<file path="config.mk">
export PLATFORM = sky130hd
export DESIGN_NAME = rca_share_arb
export DESIGN_NICKNAME = d
export VERILOG_FILES = /design/src/rtl/rca_share_pkg.sv /design/src/rtl/rca_rr_arbiter.sv /design/src/rtl/rca_share_arb.sv
export SDC_FILE = /design/constraint.sdc
export NUM_CORES = 1
export LEC_CHECK = 0
export ABC_AREA = 1
export CORE_MARGIN = 2
export CORE_UTILIZATION = 48
export DETAILED_ROUTE_END_ITERATION = 6
export PLACE_DENSITY = 0.86
export SETUP_SLACK_MARGIN = 0.4
export SLEW_MARGIN = 10
export SYNTH_ARGS = -nofsm -noshare
export SYNTH_HDL_FRONTEND = slang
export SYNTH_SLANG_ARGS = --single-unit
</file>
<file path="constraint.sdc">
create_clock -name clk -period 3.6 [get_ports clk]
set_input_delay 0.72 -clock clk [delete_from_list [all_inputs] [get_ports clk]]
set_output_delay 0.72 -clock clk [all_outputs]
set_load 0.01 [all_outputs]
</file>
<file path="src/rtl/rca_share_pkg.sv">
// Shared types and helpers for the time-shared three-operand adder.
package rca_share_pkg;

  typedef enum logic [1:0] {
    IDLE = 2'd0,
    CALC = 2'd1,
    RESP = 2'd2
  } state_e;

  // a+b+c of three W-bit operands fits in W+2 bits; the result port carries one spare bit.
  function automatic int sumWidth(input int w);
    return w + 3;
  endfunction

endpackage

</file>
<file path="src/rtl/rca_rr_arbiter.sv">
// Combinational round-robin arbiter: rotate the requests so the pointer sits at
// bit 0, take the lowest set bit, then rotate the winner back to an absolute index.
module rca_rr_arbiter
  import rca_share_pkg::*;
#(
  parameter  int NREQ = 4,
  localparam int IDW  = $clog2(NREQ)
) (
  input  logic [NREQ-1:0] req_i,
  input  logic [IDW-1:0]  ptr_i,
  output logic [NREQ-1:0] grant_o,
  output logic [IDW-1:0]  idx_o,
  output logic            any_o
);

  logic [NREQ-1:0] rotated;
  logic [IDW-1:0]  offset;
  logic [IDW:0]    idxWide;

  always_comb begin
    rotated = NREQ'({req_i, req_i} >> ptr_i);
    offset  = '0;
    // Scanning downwards lets the lowest set bit win without an early exit.
    for (int k = NREQ - 1; k >= 0; k--) begin
      if (rotated[k]) begin
        offset = IDW'(k);
      end
    end
    idxWide = {1'b0, ptr_i} + {1'b0, offset};
    if (idxWide >= (IDW+1)'(NREQ)) begin
      idxWide = idxWide - (IDW+1)'(NREQ);
    end
    any_o   = |req_i;
    idx_o   = idxWide[IDW-1:0];
    grant_o = any_o ? (NREQ'(1) << idx_o) : '0;
  end

endmodule

</file>
<file path="src/rtl/rca_share_arb.sv">
// Time-shares one a+b+c adder between NREQ requesters: IDLE accepts one triple,
// CALC adds it, RESP holds the ID-tagged sum until the consumer takes it.
module rca_share_arb
  import rca_share_pkg::*;
#(
  parameter  int NREQ = 4,
  parameter  int W    = 8,
  localparam int IDW  = $clog2(NREQ),
  localparam int SW   = sumWidth(W)
) (
  input  logic              clk,
  input  logic              reset,
  input  logic [NREQ-1:0]   req_valid,
  output logic [NREQ-1:0]   req_ready,
  input  logic [NREQ*W-1:0] req_a,
  input  logic [NREQ*W-1:0] req_b,
  input  logic [NREQ*W-1:0] req_c,
  output logic              res_valid,
  input  logic              res_ready,
  output logic [SW-1:0]     res_sum,
  output logic [IDW-1:0]    res_id
);

  state_e          state_q;
  logic [IDW-1:0]  ptr_q;
  logic [IDW-1:0]  id_q;
  logic [W-1:0]    a_q;
  logic [W-1:0]    b_q;
  logic [W-1:0]    c_q;
  logic [SW-1:0]   res_sum_q;
  logic [IDW-1:0]  res_id_q;
  logic            res_valid_q;

  logic [NREQ-1:0] grant;
  logic [IDW-1:0]  grantIdx;
  logic            anyReq;
  logic [W-1:0]    selA;
  logic [W-1:0]    selB;
  logic [W-1:0]    selC;
  logic [W:0]      sumAb_d;
  logic [W+1:0]    sum_d;

  rca_rr_arbiter #(.NREQ(NREQ)) u_arb (
    .req_i   (req_valid),
    .ptr_i   (ptr_q),
    .grant_o (grant),
    .idx_o   (grantIdx),
    .any_o   (anyReq)
  );

  assign req_ready = (state_q == IDLE && anyReq) ? grant : '0;

  always_comb begin
    selA    = req_a[grantIdx*W +: W];
    selB    = req_b[grantIdx*W +: W];
    selC    = req_c[grantIdx*W +: W];
    sumAb_d = {1'b0, a_q} + {1'b0, b_q};
    sum_d   = {1'b0, sumAb_d} + {2'b00, c_q};
  end

  always_ff @(posedge clk) begin
    if (reset) begin
      state_q     <= IDLE;
      ptr_q       <= '0;
      id_q        <= '0;
      a_q         <= '0;
      b_q         <= '0;
      c_q         <= '0;
      res_sum_q   <= '0;
      res_id_q    <= '0;
      res_valid_q <= 1'b0;
    end else begin
      case (state_q)
        IDLE: begin
          if (anyReq) begin
            a_q     <= selA;
            b_q     <= selB;
            c_q     <= selC;
            id_q    <= grantIdx;
            state_q <= CALC;
          end
        end
        CALC: begin
          res_sum_q   <= SW'(sum_d);
          res_id_q    <= id_q;
          res_valid_q <= 1'b1;
          state_q     <= RESP;
        end
        RESP: begin
          // The requester just served becomes lowest priority for the next round.
          if (res_ready) begin
            res_valid_q <= 1'b0;
            ptr_q       <= (res_id_q == IDW'(NREQ - 1)) ? '0 : res_id_q + 1'b1;
            state_q     <= IDLE;
          end
        end
        default: state_q <= IDLE;
      endcase
    end
  end

  assign res_valid = res_valid_q;
  assign res_sum   = res_sum_q;
  assign res_id    = res_id_q;

endmodule

</file>
==> impl_results.md <==
- Setup_tns: 0 ps
- CORE AREA: 0.00639 sq mm
- Most frequent cells in the layout: clkdlybuf4s50_1, nand2_1, mux2i_1, nand3_1, dfxtp_1
- CTS Buf Count: 5
- Post-layout net count: 635
- Cells after Synth: 394
- Initial antenna violation count: 0
- Clock H-tree levels: 2
- Crit path cell chain: clkbuf_2 > nand2_2 > nand3_2 > nand2_2 > nand3_2 > a21boi_2 > ha_2 > xor2_4 > inv_2 > nand3_4 > nand2_4 > nor3_2 > buf_2
- Critical path peak fanout: 4
- IO buf count: 119
- # Max-Cap Violations: 0
- N_diodes: 0
- Global-route wire length before repair: 14300 um
- Fin. Hold Viols: 0
- Util after Layout: 72.2%
- Die Area: 0.00729 sq mm
- Via density: 5.35
- Largest net degree at the start of global routing: 39
- Die height: 85.4 um
- Final std cells w/o fill: 590
- Worst r2r src: ptr_q[1]
- Layout cells sized above 1: 23.6%
- Required time worst endpoint: 2880 ps
- GP Congestion: 0.829
- Final min period: 3030 ps
- Final setup viols: 0
- RSZ-0062 raised after global routing: false
- Drt drc: 0
- Mapped cell area: 0.00318 sq mm
- Startpoint types: input pin
- Vias: 3154
- Area of the multi-input gates: 0.00219 sq mm
- Drt initial violations: 151
- Worst Skew: 4.79 ps
- Sequential area share after synthesis: 27.1%
- Pwr dens: 390 mW/mm^2
- Top delay family on crit path: simple AND/OR/NAND/NOR gates
- Slew headroom: 59.6%
- Total wire length: 8560 um
- Hold Startpoint: a_q[0]
- Maximum VDD drop: 0.000269 V
- FMAX: 330 MHz
- Skew-Pair Late Insertion Delay: 300 ps
- Mean post-synth cell area: 8.06 sq um
- Commonest non-fill, non-tap cell in the layout: clkdlybuf4s50_1
- Die width: 85.4 um
- P&R area growth vs syn: 45.1%
- CP max stage delay: 240 ps
- LEAKAGE: 0.00198 uW
- Placed Cells: 582
- Storage cell area: 863 sq um
- Register bit count reported by yosys: 43
- Initial Utilization: 49.7%
- Slew Limit Fails: 0
- CTS tree: built
- Routed len/inst: 14.5 um
- Count of different cell masters after synthesis: 34
- Vias in the first global route: 3239
- Critical Path Slowest Stage Cell: ha_2
- Status: complete, no violations
- Hold Path Class: flop to flop
- Kind of critical path: input pin to output pin
- CTS Sinks: 43
- Dpl hpwl: 7010 um
- Total global routing overflow: 0
- # IOs: 121
- Root Buffer: clkbuf_8
- WP buf/inv: 3
- Bufs on Longest Clock Path: 2
- CP startpoint: req_valid[1]
- Clk pin slew, worst setup/hold paths: 70 ps
- Warnings, synthesis: 0
- TritonRoute pass-1 iters: 4
- Cts hold-fix bufs: 0
- Crit path DAT: 2310 ps
- Row count: 29
- Post-Syn Nets: 515
- Actual slew at the worst max-slew pin: 606 ps
- ANT nets after route: 0
- Fillers: 494
- Total Routing Usage GR: 24.3%
- Crit path capture type: output pin
- Period utilization: 84.1%
-- flip-flops by register name, indices dropped and copies added (netlist names) --
register / count
id_q: 2
b_q: 8
state_q: 2
c_q: 8
ptr_q: 2
res_id: 2
res_sum: 10
a_q: 8
res_valid: 1
-- stage by stage --
| stage | hold slack, ps | total power, uW | area, sq um | setup WS, ps |
|---|---|---|---|---|
| 3_3_place_gp | 458 | 1480 | 4470 | -298 |
| 2_1_floorplan | 445 | 1200 | 3180 | 510 |
| 5_1_grt | 491 | 1920 | 4610 | 462 |
| 4_1_cts | 474 | 1790 | 4560 | 371 |
| 6_report | 476 | 1800 | 4610 | 572 |
| 3_5_place_dp | 466 | 1510 | 4470 | -375 |
-- synth_stat cells --
cell	instances	area share (%)
nor3_1	3	0.47
xor2_1	2	0.55
nand2_2	20	3.9
ha_1	9	3.5
a21oi_1	19	3.0
nand3b_1	1	0.24
o211ai_1	2	0.47
dfxtp_1	43	27
nand2_1	59	7.0
inv_1	20	2.4
buf_6	2	0.71
a21oi_2	18	5.0
mux2i_1	48	15
buf_1	1	0.12
clkbuf_1	9	1.1
xnor2_1	1	0.28
xor2_2	1	0.51
fa_1	9	5.7
nand4_1	1	0.20
o21ai_0	12	1.9
nand3_2	18	5.7
clkinv_1	1	0.12
nand2_4	2	0.71
o21bai_1	1	0.24
buf_4	1	0.24
a21boi_0	1	0.24
nor2_1	21	2.5
nand3_4	1	0.55
nor4_1	1	0.20
conb_1	1	0.12
nand3_1	48	7.6
or2_2	2	0.39
buf_2	11	1.7
inv_2	5	0.59
-- routing by layer --
| metal | routed length [um] | share of wire, % | vias up | global-route usage, % |
|---|---|---|---|---|
| met5 | 0 | 0 | - | 0 |
| met4 | 227 | 2.7 | 0 | 7.79 |
| met3 | 412 | 4.8 | 23 | 3.50 |
| met2 | 4430 | 52 | 112 | 46.0 |
| met1 | 3490 | 41 | 1452 | 27.9 |
| li1 | - | - | 1567 | - |
-- report_power, final --
group	internal, uW	switching (uW)	total (uW)
Combinational	440	476	916
Sequential	546	52.9	599
Clock	129	153	282
-- kinds of logic after synthesis --
logic type	Yosys count	share of synthesized area, %
adders and majority gates	18	9.22
AOI/OAI and AO/OA	53	10.8
xor gates and xnor gates	4	1.34
DFF	43	27.1
buffers and inverters	50	6.93
muxes	48	15.1
and+or+nand+nor	177	29.4
other	1	0.118
-- cell type report --
class,instances,area share (%)
Inverter,26,2.12
Sequential cell,43,18.7
Timing Repair Buffer,137,28.0
Tap cell,77,2.09
Clock buffer,6,1.57
Multi-Input combinational cell,301,47.5
-- worst reg2reg max path, cell delays in order (launching register included) --
cell and delay (ps):
dfxtp_2 470, inv_2 110, nand3_1 110, nand2_1 70, a21boi_2 160, ha_2 420
buf_4 530, mux2i_1 360, nand3_1 120, nand3_2 100, a21oi_2 50
-- worst paths after layout --
path / end / slack [ps] / cells past startpoint
setup reg to reg: c_q[4] / 980 / 10
setup / recovery: req_ready[1] / 570 / 13
hold / removal: a_q[0] / 480 / 2
hold reg to reg: a_q[0] / 480 / 2
-- what timing repair did --
action / in CTS / in global routing
gates resized for setup: 27 / 26
pin swaps: 4 / 10
buffers inserted: 2 / 0
setup endpoints to repair: 4 / 4
No activity file was read; power rests on OpenSTA's default activity.
